===== config.mk =====
export PLATFORM = sky130hd
export DESIGN_NAME = adj_count_sequencer
export DESIGN_NICKNAME = d
export VERILOG_FILES = /design/src/rtl/minesweeper_pkg.sv /design/src/rtl/adj_neighbor_gen.sv /design/src/rtl/adj_count_sequencer.sv
export SDC_FILE = /design/constraint.sdc
export NUM_CORES = 1
export LEC_CHECK = 0
export BUFFER_PORTS_ARGS = -buffer_cell sky130_fd_sc_hd__buf_2
export CAP_MARGIN = 20
export CORE_MARGIN = 3
export CORE_UTILIZATION = 40
export DETAILED_ROUTE_END_ITERATION = 10
export GPL_ROUTABILITY_DRIVEN = 0
export PLACE_DENSITY = 0.73
export SLEW_MARGIN = 20
export SYNTH_ARGS = -nofsm -noshare
export SYNTH_HDL_FRONTEND = slang
export SYNTH_SLANG_ARGS = --single-unit

===== constraint.sdc =====
create_clock -name clk -period 8.2 [get_ports clk]
set_input_delay 0.82 -clock clk [delete_from_list [all_inputs] [get_ports clk]]
set_output_delay 0.82 -clock clk [all_outputs]
set_load 0.01 [all_outputs]

===== src/rtl/minesweeper_pkg.sv =====
// ============================================================================
// Package     : minesweeper_pkg
// Description : Shared board geometry, sequencer state encoding and the
//               neighbour offset table for the number-board update logic.
//               Optional macro ADJ_CLEAR_EN adds the CLEAR state (widens the
//               one-hot state vector from 5 to 6 bits).
// Revision    : 1.0 - initial release
// ============================================================================
`default_nettype none

package minesweeper_pkg;

    localparam int BOARD_W = 16;
    localparam int BOARD_H = 16;
    localparam int XW      = 4;
    localparam int YW      = 4;
    localparam int CW      = 4;
    localparam int AW      = 8;

    // One-hot sequencer states
`ifdef ADJ_CLEAR_EN
    localparam int ST_W = 6;
`else
    localparam int ST_W = 5;
`endif
    localparam logic [ST_W-1:0] ST_IDLE  = ST_W'(1);
    localparam logic [ST_W-1:0] ST_CHECK = ST_W'(2);
    localparam logic [ST_W-1:0] ST_WAIT  = ST_W'(4);
    localparam logic [ST_W-1:0] ST_WRITE = ST_W'(8);
    localparam logic [ST_W-1:0] ST_DONE  = ST_W'(16);
`ifdef ADJ_CLEAR_EN
    localparam logic [ST_W-1:0] ST_CLEAR = ST_W'(32);
`endif

    // Neighbour walk order, k = 0..7:
    //   (-1,-1) (0,-1) (+1,-1) (-1,0) (+1,0) (-1,+1) (0,+1) (+1,+1)
    function automatic logic signed [1:0] nb_dx(input logic [2:0] k);
        case (k)
            3'd0, 3'd3, 3'd5: nb_dx = -2'sd1;
            3'd1, 3'd6:       nb_dx = 2'sd0;
            default:          nb_dx = 2'sd1;
        endcase
    endfunction

    function automatic logic signed [1:0] nb_dy(input logic [2:0] k);
        case (k)
            3'd0, 3'd1, 3'd2: nb_dy = -2'sd1;
            3'd3, 3'd4:       nb_dy = 2'sd0;
            default:          nb_dy = 2'sd1;
        endcase
    endfunction

endpackage

`default_nettype wire


===== src/rtl/adj_neighbor_gen.sv =====
// ============================================================================
// Module      : adj_neighbor_gen
// Description : Combinational neighbour generator. Maps mine position (x,y)
//               and neighbour index k to the neighbour coordinates, an
//               in-bounds flag and the linear RAM address y*BOARD_W + x.
// Ports       : x, y       - mine coordinates
//               k          - neighbour index 0..7
//               nx, ny     - signed neighbour coordinates (may be -1 or W/H)
//               in_bounds  - neighbour lies on the board
//               addr       - RAM address of the neighbour (valid if in_bounds)
// Revision    : 1.0 - initial release
// ============================================================================
`default_nettype none

module adj_neighbor_gen #(
    parameter int BOARD_W = minesweeper_pkg::BOARD_W,
    parameter int BOARD_H = minesweeper_pkg::BOARD_H,
    parameter int XW      = minesweeper_pkg::XW,
    parameter int YW      = minesweeper_pkg::YW,
    parameter int AW      = minesweeper_pkg::AW
) (
    input  logic [XW-1:0]        x,
    input  logic [YW-1:0]        y,
    input  logic [2:0]           k,
    output logic signed [XW+1:0] nx,
    output logic signed [YW+1:0] ny,
    output logic                 in_bounds,
    output logic [AW-1:0]        addr
);
    import minesweeper_pkg::*;

    // Two extra bits: one for the sign (x-1 at column 0), one for x+1 == 2^XW
    localparam logic signed [XW+1:0] c_x_lim = (XW+2)'(BOARD_W);
    localparam logic signed [YW+1:0] c_y_lim = (YW+2)'(BOARD_H);

    logic signed [1:0] dx;
    logic signed [1:0] dy;

    always_comb begin
        dx        = nb_dx(k);
        dy        = nb_dy(k);
        nx        = $signed({2'b00, x} + {{XW{dx[1]}}, dx});
        ny        = $signed({2'b00, y} + {{YW{dy[1]}}, dy});
        in_bounds = !nx[XW+1] && (nx < c_x_lim) && !ny[YW+1] && (ny < c_y_lim);
        addr      = AW'(ny[YW-1:0]) * AW'(BOARD_W) + AW'(nx[XW-1:0]);
    end

endmodule

`default_nettype wire


===== src/rtl/adj_count_sequencer.sv =====
// ============================================================================
// Module      : adj_count_sequencer
// Description : After a mine is placed, read-modify-writes the adjacency
//               count of each in-bounds neighbour in the number-board RAM
//               (saturating increment). Owns the single RAM port and shares
//               it with the display scanner: the display is granted at most
//               once per in-bounds neighbour while busy, so it never waits
//               longer than one read-modify-write.
// Ports       : clk, reset (async, active-high)
//               start, x_in, y_in       - update request from mine placer
//               busy, done              - progress / completion pulse
//               ram_addr, ram_we, ram_wdata, ram_rdata - number-board RAM
//               disp_req, disp_addr, disp_gnt, disp_rvalid - display port
//               clear                   - board clear (only with ADJ_CLEAR_EN)
// Options     : `define ADJ_CLEAR_EN enables the CLEAR state, which writes 0
//               to every cell; otherwise clear is ignored.
// Revision    : 1.0 - initial release
// ============================================================================
`default_nettype none

module adj_count_sequencer #(
    parameter int BOARD_W = minesweeper_pkg::BOARD_W,
    parameter int BOARD_H = minesweeper_pkg::BOARD_H,
    parameter int XW      = minesweeper_pkg::XW,
    parameter int YW      = minesweeper_pkg::YW,
    parameter int CW      = minesweeper_pkg::CW,
    parameter int AW      = minesweeper_pkg::AW
) (
    input  logic          clk,
    input  logic          reset,
    input  logic          start,
    input  logic [XW-1:0] x_in,
    input  logic [YW-1:0] y_in,
    output logic          busy,
    output logic          done,
    output logic [AW-1:0] ram_addr,
    output logic          ram_we,
    output logic [CW-1:0] ram_wdata,
    input  logic [CW-1:0] ram_rdata,
    input  logic          disp_req,
    input  logic [AW-1:0] disp_addr,
    output logic          disp_gnt,
    output logic          disp_rvalid,
    input  logic          clear
);
    import minesweeper_pkg::*;

    localparam logic [CW-1:0] c_cnt_max = '1;
`ifdef ADJ_CLEAR_EN
    localparam logic [AW-1:0] c_last_cell = AW'(BOARD_W * BOARD_H - 1);
`endif

    logic [ST_W-1:0] state_q, state_d;
    logic [2:0]      k_q, k_d;
    logic [XW-1:0]   x_q, x_d;
    logic [YW-1:0]   y_q, y_d;
    logic [CW-1:0]   inc_q, inc_d;
    logic            disp_served_q, disp_served_d;
    logic            disp_rvalid_q, disp_rvalid_d;
`ifdef ADJ_CLEAR_EN
    logic [AW-1:0]   clr_addr_q, clr_addr_d;
`endif

    logic signed [XW+1:0] nb_x;
    logic signed [YW+1:0] nb_y;
    logic                 nb_in;
    logic [AW-1:0]        nb_addr;

    adj_neighbor_gen #(
        .BOARD_W (BOARD_W),
        .BOARD_H (BOARD_H),
        .XW      (XW),
        .YW      (YW),
        .AW      (AW)
    ) u_nb (
        .x         (x_q),
        .y         (y_q),
        .k         (k_q),
        .nx        (nb_x),
        .ny        (nb_y),
        .in_bounds (nb_in),
        .addr      (nb_addr)
    );

    // Coordinates are only needed for the in-bounds decision inside the
    // generator; clear is a don't-care when the clear feature is absent.
    logic unused_sinks;
`ifdef ADJ_CLEAR_EN
    assign unused_sinks = &{1'b0, nb_x, nb_y};
`else
    assign unused_sinks = &{1'b0, nb_x, nb_y, clear};
`endif

    always_comb begin
        state_d       = state_q;
        k_d           = k_q;
        x_d           = x_q;
        y_d           = y_q;
        inc_d         = inc_q;
        disp_served_d = disp_served_q;
`ifdef ADJ_CLEAR_EN
        clr_addr_d    = clr_addr_q;
`endif
        busy          = 1'b0;
        done          = 1'b0;
        disp_gnt      = 1'b0;
        ram_we        = 1'b0;
        ram_addr      = '0;
        ram_wdata     = '0;

        case (state_q)
            ST_IDLE: begin
                disp_gnt = disp_req;
                if (disp_req) begin
                    ram_addr = disp_addr;
                end
`ifdef ADJ_CLEAR_EN
                if (clear) begin
                    clr_addr_d = '0;
                    state_d    = ST_CLEAR;
                end else if (start) begin
`else
                if (start) begin
`endif
                    x_d           = x_in;
                    y_d           = y_in;
                    k_d           = 3'd0;
                    disp_served_d = 1'b0;
                    state_d       = ST_CHECK;
                end
            end

            ST_CHECK: begin
                busy = 1'b1;
                if (!nb_in) begin
                    if (k_q == 3'd7) begin
                        state_d = ST_DONE;
                    end else begin
                        k_d = k_q + 3'd1;
                    end
                end else if (disp_req && !disp_served_q) begin
                    // One display slot per in-bounds neighbour bounds the
                    // display's wait to a single read-modify-write.
                    disp_gnt      = 1'b1;
                    ram_addr      = disp_addr;
                    disp_served_d = 1'b1;
                end else begin
                    ram_addr      = nb_addr;
                    disp_served_d = 1'b0;
                    state_d       = ST_WAIT;
                end
            end

            ST_WAIT: begin
                busy     = 1'b1;
                ram_addr = nb_addr;
                inc_d    = (ram_rdata == c_cnt_max) ? c_cnt_max : ram_rdata + 1'b1;
                state_d  = ST_WRITE;
            end

            ST_WRITE: begin
                busy      = 1'b1;
                ram_we    = 1'b1;
                ram_addr  = nb_addr;
                ram_wdata = inc_q;
                if (k_q == 3'd7) begin
                    state_d = ST_DONE;
                end else begin
                    k_d     = k_q + 3'd1;
                    state_d = ST_CHECK;
                end
            end

            ST_DONE: begin
                done     = 1'b1;
                disp_gnt = disp_req;
                if (disp_req) begin
                    ram_addr = disp_addr;
                end
                state_d  = ST_IDLE;
            end

`ifdef ADJ_CLEAR_EN
            ST_CLEAR: begin
                busy      = 1'b1;
                ram_we    = 1'b1;
                ram_addr  = clr_addr_q;
                ram_wdata = '0;
                if (clr_addr_q == c_last_cell) begin
                    state_d = ST_DONE;
                end else begin
                    clr_addr_d = clr_addr_q + 1'b1;
                end
            end
`endif

            default: begin
                state_d = ST_IDLE;
            end
        endcase

        disp_rvalid_d = disp_gnt;
    end

    always_ff @(posedge clk or posedge reset) begin
        if (reset) begin
            state_q       <= ST_IDLE;
            k_q           <= 3'd0;
            x_q           <= '0;
            y_q           <= '0;
            inc_q         <= '0;
            disp_served_q <= 1'b0;
            disp_rvalid_q <= 1'b0;
`ifdef ADJ_CLEAR_EN
            clr_addr_q    <= '0;
`endif
        end else begin
            state_q       <= state_d;
            k_q           <= k_d;
            x_q           <= x_d;
            y_q           <= y_d;
            inc_q         <= inc_d;
            disp_served_q <= disp_served_d;
            disp_rvalid_q <= disp_rvalid_d;
`ifdef ADJ_CLEAR_EN
            clr_addr_q    <= clr_addr_d;
`endif
        end
    end

    assign disp_rvalid = disp_rvalid_q;

endmodule

`default_nettype wire

Yosys cells after proc, flatten, opt, wreduce, memory -nomap -nowiden:

Index checks and enable logic that the tools add are counted.

* output and inout port bits: 17
* word-level logic and storage cells: 80
* flip-flop bits (word level): 22
* input bits: 25

* reductions and logical operators: 21
* equality and inequality tests: 18
* muxes and demuxes: 27
* order comparisons: 2
* add/subtract/negate cells: 5

Operators with widths (count)
* two-way mux 5 bit: 5
* two-way mux 8 bit: 3
* case mux 8 bit (3 select lines): 1
* case mux 5 bit (4 select lines): 1
* adder 5 x 2 -> 6 bit: 2
* == test 3 bit, second input constant: 4
* < comparator 6 bit, second input constant: 2
* two-way mux 3 bit: 3
* case mux 3 bit (3 select lines): 1
* AND reduction 3 bit: 3
* OR reduction 3 bit: 3
* adder 8 x 4 -> 8 bit: 1
* two-way mux 4 bit: 2
* case mux 2 bit (2 select lines): 2
* OR reduction 2 bit: 4
* two-way mux 1 bit: 7
* == test 3 x 2 -> 1 bit, second input constant: 2
* inequality test 2 bit, second input constant: 3
* inequality test 3 bit, second input constant: 2
* == test 5 x 1 -> 1 bit, second input constant: 1
* == test 5 x 2 -> 1 bit, second input constant: 1
* == test 5 x 3 -> 1 bit, second input constant: 1
* == test 5 x 4 -> 1 bit, second input constant: 1
* == test 5 bit, second input constant: 1
* other kinds (11): 17

Logic depth before layout (Yosys ltp):

Gate-level depths: netlist of the first run.

* depth in word-level cells: 10
* mapped depth: 14
* depth with buffers taken out: 13

Cells and area by module:

Synthesis of the first run repeated with hierarchy kept, for this count alone.

* cells, all modules: 185
* area total of the unflattened synthesis: 1811.7 µm²

Modules (own cells, without submodules)
* adj_count_sequencer: sequential area each 551.8 µm², cells an instance 128, times used 1, area each 1347.5 µm²
* adj_neighbor_gen: sequential area each 0.0 µm², cells an instance 57, times used 1, area each 464.2 µm²

Worst setup path before layout of the first run:

OpenSTA, ideal clock, no wires.

* path kind: register to output
* start point: reg k_q[0]
* end point: out ram_addr[5]
* cell stages (with the launch flop): 14
* arrival time: 3384 ps
* path slack: 3996 ps
* path through: dfrtp_1 -> inv_1 -> ha_1 -> mux2_4 -> or3_2 -> ha_1 -> fa_1 -> a21o_1 -> a2111oi_4 -> o2bb2ai_2 -> o311ai_4 -> buf_6 -> o21a_1 -> o2bb2ai_1

* word-level cells in the longest chain between the ends: 10
* elaborated cells on any way between the ends: 26
* those cells by class: 3 x add/sub; 2 x order compare; 6 x eq/ne; 5 x mux; 10 x reduce/logical

RTL lines
* start: declaration: RTL line adj_count_sequencer.sv:54 `logic [2:0] k_q, k_d;`
* start signal: assignment: RTL line adj_count_sequencer.sv:219 `k_q <= k_d;`
* branches (longest 9 deep; another with adder 8 x 4 -> 8 bit)
* case mux 8 bit (3 select lines) (*): RTL line adj_count_sequencer.sv:111 `case (state_q)`
* end: declaration: RTL line adj_count_sequencer.sv:36 `output logic [AW-1:0] ram_addr,`

Every way passes the cells marked *.

Worst setup path after layout of the first run:

* start point: reg k_q[0]
* end point: out ram_addr[6]

Same word-level chain as after synthesis.

==> qor.tcl, run 1 <==
set qor(run_status) {complete, no violations}
set qor(finalWirelength_um) 3360
set qor(min-delay-path-class) {flop to flop}
set qor(power.share.clock_pct) 14.8
set qor(grt_remaining_overflow) 0
set qor(htree_levels) 1
set qor(slew_at_the_pin_closest_to_its_max_slew_limit_ps) 853
set qor(finalPower_mw) 0.697
set qor(most_common_cell_after_layout_fill_and_taps_aside) {sky130_fd_sc_hd__buf_2}
set qor(start_util_pct) 43.4
set qor(post-route-min-period_ps) 4880
set qor(die_height_um) 70.6
set qor(nature_of_the_critical_path_endpoint) {primary output}
set qor(postLayoutSetupSlackWorst_ps) 3320
set qor(floorplan.die.width_um) 70.6
set qor(fin_worst_skew_ps) 5.59
set qor(rsz0062_at_grt) {false}
set qor(timing.critical_path.slowest_cell_delay_ps) 460
set qor(synth_enable_flop_cells) 0
set qor(antenna_found_initial) 0
set qor(first_pass_iteration_count_of_the_detailed_router) 4
set qor(critical_path.most_common_cell) {sky130_fd_sc_hd__ha_1}
set qor(synth_top_area_share_pct) 31.4
set qor(detail_routed_via_count_per_cell) 5.20
set qor(most-common-layout-cells) {sky130_fd_sc_hd__buf_2, sky130_fd_sc_hd__nand2_1, sky130_fd_sc_hd__dfrtp_1, sky130_fd_sc_hd__ha_1, sky130_fd_sc_hd__inv_1}
set qor(core_area_sq_um) 3850
set qor(yosys_most_used_dff) {sky130_fd_sc_hd__dfrtp_1}
set qor(synth_warnings) 0
set qor(crit_path_max_fanout) 12
set qor(cts_tree) {built}
set qor(boundaryPins) 42
set qor(clock_transition_at_the_registers_of_the_reported_paths_ps) 80
set qor(detail_route.wl_per_cell_um) 12.6
set qor(startpoint_type) {flop}
set qor(slowest_stage) {sky130_fd_sc_hd__or3_2}
set qor(vias) 1383
set qor(vdd_drop_max_v) 0.000169
set qor(synth.avg_cell_area_sq_um) 9.39
set qor(pwr-share-seq_pct) 25.8
set qor(detailedRoute.firstIterationViolations) 41
set qor(report.final.slew_viol_count) 0
set qor(areaGrowthSynthToFinish_pct) 18.6
set qor(worst_path_required_time_ps) 7380
set qor(switching_part_of_the_total_power_pct) 42.7
set qor(post_synth_instance_area_sq_um) 1670
set qor(synth.lib_cells_used.distinct) 49
set qor(synth_top_area_cell) {sky130_fd_sc_hd__dfrtp_1}
set qor(net-switching-power_mw) 0.298
set qor(pin_count_of_the_biggest_net_entering_global_routing) 23
set qor(clk_latency_ps) 270
set qor(postCtsSetupRepairBufs) 0
set qor(synth_top_cells_by_area) {sky130_fd_sc_hd__dfrtp_1, sky130_fd_sc_hd__ha_1, sky130_fd_sc_hd__nand2_1}
set qor(drc_violations_left) 0
set qor(ys_seq_area_share_pct) 33.0
set qor(combinational_share_of_power_pct) 59.4
set qor(crit_path_cell_trace) {inv_1, ha_1, mux2_4, or3_2, ha_1, fa_1, a21o_1, a2111oi_4, o2bb2ai_2, o311ai_4, o21ai_2, a32o_1, buf_2}
set qor(grt_pass1_wl_um) 5810
set qor(max_cap_violations) 0
set qor(tns_ps) 0
set qor(std_cell_rows) 22
set qor(worst-setup-path-type) {flop to primary output}
set qor(cts_sinks) 22
set qor(hold_buffers) 0
set qor(first_global_vias) 1321
set qor(grt_use_total_pct) 14.2
set qor(drive_gt1_share_pct) 26.6
set qor(layout.nets) 263
set qor(cts-resized-gates) 0
set qor(ys_async_sr_fraction_pct) 100
set qor(final-hold-violation-count) 0
set qor(finalSetupViolCount) 0
set qor(synth-seq-cells) 22
set qor(dp_hpwl_um) 2590
set qor(synthesis.nets) 222
set qor(intPower_mw) 0.399
set qor(slew_headroom_pct) 43.1
set qor(arrival_ps) 4060
set qor(die_area_sq_um) 4990
set qor(portBuffers) 40
set qor(cts_max_path_buffers) 2
set qor(final_clock_period_utilization_by_the_worst_path_pct) 59.5
set qor(dp_slack_ps) 3590
set qor(number_of_clock_buffers_inserted_by_tritoncts) 3
set qor(final_antenna_net_count) 0
set qor(cts_root_buf) {sky130_fd_sc_hd__clkbuf_8}
set qor(timing.fmax_mhz) 205
set qor(final_util_pct) 51.5
set qor(n_antenna_cell) 0
set qor(syn_inst) 178
set qor(power_dens_cells_nw_per_um2) 351
set qor(p_leak_nw) 0.986
==> final cells by class <==
type                            instances  area [sq um]
Clock inverter                          1          30.0
Clock buffer                            3          41.3
Timing Repair Buffer                   41           208
Sequential cell                        22           552
Multi-Input combinational cell        136          1040
Inverter                               15          56.3
Tap cell                               48          60.1
Fill cell                             377          1870
==> path summary, 6_finish.rpt <==
kind | from | end | slack [ps] | depth (start not counted)
worst min register to register | y_q[0]$_DFFE_PP0P_ | y_q[0]$_DFFE_PP0P_ | 490 | 2
worst min-delay path | y_q[0]$_DFFE_PP0P_ | y_q[0]$_DFFE_PP0P_ | 490 | 2
min in group asynchronous | reset | inc_q[3]$_DFFE_PP0P_ | 710 | 2
worst max register to register | k_q[0]$_DFFE_PP0P_ | disp_rvalid$_DFF_PP0_ | 4660 | 11
max in group asynchronous | reset | x_q[3]$_DFFE_PP0P_ | 6960 | 2
worst max-delay path | k_q[0]$_DFFE_PP0P_ | ram_addr[6] | 3320 | 13
==> cell usage after synthesis (3+ instances only) <==
| library cell | instances |
|---|---|
| sky130_fd_sc_hd__nor2_1 | 10 |
| sky130_fd_sc_hd__xor2_1 | 3 |
| sky130_fd_sc_hd__dfrtp_1 | 21 |
| sky130_fd_sc_hd__clkbuf_1 | 3 |
| sky130_fd_sc_hd__o21ai_0 | 11 |
| sky130_fd_sc_hd__nand2_1 | 23 |
| sky130_fd_sc_hd__nand2b_1 | 6 |
| sky130_fd_sc_hd__a21o_1 | 3 |
| sky130_fd_sc_hd__a22o_1 | 6 |
| sky130_fd_sc_hd__a31oi_1 | 4 |
| sky130_fd_sc_hd__inv_1 | 15 |
| sky130_fd_sc_hd__and2_1 | 5 |
| sky130_fd_sc_hd__ha_1 | 17 |
| sky130_fd_sc_hd__nand3_1 | 5 |
| sky130_fd_sc_hd__o21a_1 | 3 |
| sky130_fd_sc_hd__a21oi_1 | 4 |
==> critical path, delay by kind of cell, from the launching register on <==
kind            cells  cell delay (ps)
compound gates      6             1590
flops               1              370
mux                 1              300
buf+inv             2              210
fa+ha+maj           3              870
simple gates        1              460
==> sequential cells by signal, indices dropped and copies added, names as in the netlist <==
register and cells:
inc_q 4, k_q 3, x_q 4, y_q 4, state_q 5, disp_served_q 1
disp_rvalid 1
==> metal layers <==
metal	GRT usage (%)	vias to the layer above	wire [um]
li1	-	707	-
met4	3.13	0	46
met1	18.1	635	1510
met3	4.26	6	191
met2	23.9	35	1610
met5	0	-	0
==> through the flow <==
stage / cells / hold slack, ps / cell area (sq um)
after floorplan: 178 / 452 / 1670
after global placement: 262 / 470 / 1910
after detailed placement: 262 / 474 / 1910
after CTS: 266 / 493 / 1980
after global routing: 266 / 543 / 1980
final: 266 / 486 / 1980
==> power by group through the flow <==
stage                     combinational (mW)  sequential [mW]  clock (mW)
after floorplan                        0.342            0.171           0
after global placement                 0.409            0.181           0
after detailed placement               0.415            0.182           0
after CTS                              0.419            0.180       0.104
after global routing                   0.472            0.187       0.110
final                                  0.414            0.180       0.103
==> kinds of logic after synthesis <==
logic type | Yosys count | share of synthesized area, %
XOR/XNOR | 4 | 2.10
adder cells (fa/ha/maj) | 19 | 15.1
multiplexers | 2 | 1.57
AND/OR/NAND/NOR | 65 | 20.6
AO/OA/AOI/OAI | 46 | 22.6
flip-flops | 22 | 33.0
buffers and inverters | 20 | 5.01
No activity file was read; power rests on OpenSTA's default activity.
==> run 2: changes to the inputs <==
--- a/config.mk
+++ b/config.mk
@@ -11,7 +11,7 @@
 export CORE_UTILIZATION = 40
 export DETAILED_ROUTE_END_ITERATION = 10
 export GPL_ROUTABILITY_DRIVEN = 0
-export PLACE_DENSITY = 0.73
+export PLACE_DENSITY = 0.75
 export SLEW_MARGIN = 20
 export SYNTH_ARGS = -nofsm -noshare
 export SYNTH_HDL_FRONTEND = slang
==> constraint.sdc (replaced) <==
create_clock -name clk -period 3.9 [get_ports clk]
set_input_delay 0.39 -clock clk [delete_from_list [all_inputs] [get_ports clk]]
set_output_delay 0.39 -clock clk [all_outputs]
set_load 0.01 [all_outputs]
==> run 2 against run 1 <==
  * The flow now finishes with violations (negative setup slack)
  * First-iteration DRC count shrank 9.8%
  * Die area is the same
  * Sequential power grew 110%
==> qor.tcl, run 2 (same netlist as run 1, synthesis figures left out) <==
set qor(postLayoutSetupSlackWorst_ps) -30.7
set qor(timing.critical_path.slowest_cell_delay_ps) 390
set qor(pwr-share-seq_pct) 24.9
set qor(most_common_cell_after_layout_fill_and_taps_aside) {sky130_fd_sc_hd__buf_2}
set qor(finalPower_mw) 1.53
set qor(cts_max_path_buffers) 2
set qor(power.share.clock_pct) 10.7
set qor(start_util_pct) 43.4
set qor(final_antenna_net_count) 0
set qor(p_leak_nw) 1.06
set qor(die_height_um) 70.6
set qor(layout.nets) 278
set qor(detail_route.wl_per_cell_um) 12.4
set qor(startpoint_type) {flop}
set qor(report.final.slew_viol_count) 0
set qor(n_antenna_cell) 0
set qor(most-common-layout-cells) {sky130_fd_sc_hd__buf_2, sky130_fd_sc_hd__nand2_1, sky130_fd_sc_hd__dfrtp_1, sky130_fd_sc_hd__ha_1}
set qor(slowest_stage) {sky130_fd_sc_hd__dfrtp_1}
set qor(portBuffers) 40
set qor(max_cap_violations) 0
set qor(finalSetupViolCount) 8
set qor(first_global_vias) 1415
set qor(violated_checks) {negative setup slack}
set qor(largest_register_ffs) 5
set qor(power_dens_cells_nw_per_um2) 720
set qor(finalWirelength_um) 3480
set qor(clock_transition_at_the_registers_of_the_reported_paths_ps) 80
set qor(detailedRoute.firstIterationViolations) 37
set qor(vias) 1427
set qor(grt_use_total_pct) 14.9
set qor(postLayoutCellArea_sq_um) 2120
set qor(run_status) {complete, but fails checks}
set qor(pin_count_of_the_biggest_net_entering_global_routing) 23
set qor(detail_routed_via_count_per_cell) 5.08
set qor(reg2regPathDepth) 14
set qor(registers.top_by_ff_count) {state_q}
set qor(fin_worst_skew_ps) 2.56
set qor(core_area_sq_um) 3850
set qor(clk_latency_ps) 260
set qor(intPower_mw) 0.880
set qor(cts_root_buf) {sky130_fd_sc_hd__clkbuf_8}
set qor(worstSetupPathDepth) 14
set qor(std_cell_rows) 22
set qor(slew_headroom_pct) 43.5
set qor(crit_family) {compound AO/OA/AOI/OAI gates}
set qor(dp_hpwl_um) 2770
set qor(boundaryPins) 42
set qor(worst_path_required_time_ps) 3510
set qor(antenna_found_initial) 0
set qor(crit_path_max_fanout) 10
set qor(combinational_share_of_power_pct) 64.5
set qor(ff_latch_area_sq_um) 552
set qor(number_of_clock_buffers_inserted_by_tritoncts) 3
set qor(filler_cell_count) 364
set qor(grt_pass1_wl_um) 6110
set qor(vdd_drop_max_v) 0.000331
set qor(die_area_sq_um) 4990
set qor(multi_input_combinational_cell_area_sq_um) 1060
set qor(timing.fmax_mhz) 254
set qor(first_pass_iteration_count_of_the_detailed_router) 6
set qor(critical_path.n_buffers_inverters) 3
set qor(worst-setup-path-type) {flop to primary output}
set qor(cts_sinks) 22
set qor(arrival_ps) 3540
set qor(crit_path_cell_trace) {inv_2, ha_2, mux2_4, or3_4, ha_4, fa_2, a21o_1, a2111oi_4, o2bb2ai_2, o311ai_4, o22ai_4, buf_12, o2bb2ai_1, buf_2}
set qor(net-switching-power_mw) 0.649
set qor(final-hold-violation-count) 0
set qor(grt_remaining_overflow) 0
set qor(post-route-min-period_ps) 3930
set qor(final_clock_period_utilization_by_the_worst_path_pct) 101
set qor(areaGrowthSynthToFinish_pct) 27.0
set qor(slew_at_the_pin_closest_to_its_max_slew_limit_ps) 846
set qor(min-delay-path-class) {input pin to async pin}
set qor(switching_part_of_the_total_power_pct) 42.4
set qor(cts_tree) {built}
set qor(drc_violations_left) 0
set qor(nature_of_the_critical_path_endpoint) {primary output}
set qor(htree_levels) 1
set qor(floorplan.die.width_um) 70.6
set qor(rsz0062_at_grt) {true}
set qor(dp_area_sq_um) 1990
set qor(drive_gt1_share_pct) 33.9
## run 2: path summary, 6_finish.rpt
check | startpoint | to | slack, ps
max | k_q[1]$_DFFE_PP0P_ | ram_addr[5] | -30
min | reset | inc_q[3]$_DFFE_PP0P_ | 290
max reg2reg | k_q[1]$_DFFE_PP0P_ | k_q[1]$_DFFE_PP0P_ | 550
min reg2reg | y_q[2]$_DFFE_PP0P_ | y_q[2]$_DFFE_PP0P_ | 490
max in group asynchronous | reset | x_q[3]$_DFFE_PP0P_ | 3090
min in group clk | x_in[0] | x_q[0]$_DFFE_PP0P_ | 310
## run 2: timing repair
item / CTS / global route
buffers inserted: 2 / 2
resized for setup: 10 / 0
pin swaps: 6 / 2
hold buffers: 0 / 0
setup endpoints to repair: 9 / 9
## run 2: power by group through the flow
stage / clock, mW / combinational [mW] / sequential [mW]
after floorplan: 0 / 0.719 / 0.360
after global placement: 0 / 0.910 / 0.381
after detailed placement: 0 / 0.930 / 0.382
after CTS: 0.168 / 0.975 / 0.381
after global routing: 0.178 / 1.12 / 0.395
final: 0.163 / 0.986 / 0.381
## run 2: routing by layer
| layer | GRT usage [%] | up-vias | wire, um |
|---|---|---|---|
| met5 | 0 | - | 0 |
| met4 | 3.13 | 0 | 27 |
| met3 | 3.69 | 2 | 164 |
| met2 | 26.9 | 23 | 1750 |
| met1 | 17.9 | 662 | 1530 |
| li1 | - | 740 | - |
## run 2: layout make-up
class	instances	area share, %
clock buffer	4	2.59
inverter	15	2.65
multi-input combinational	136	49.9
sequential	22	26.0
tap	48	2.83
timing repair buffer	56	16.0
## run 2: through the flow
step | setup TNS [ps] | utilization [%] | setup slack [ps] | std cells | hold WS, ps
5_1_grt | -1600 | 55.1 | -204 | 281 | 327
2_1_floorplan | 0 | - | 126 | 178 | 378
3_3_place_gp | -83.7 | 51.8 | -33.3 | 273 | 469
4_1_cts | -356 | 54.7 | -61.8 | 279 | 309
3_5_place_dp | -505 | 51.8 | -76.1 | 273 | 475
6_report | -139 | 55.1 | -30.7 | 281 | 290
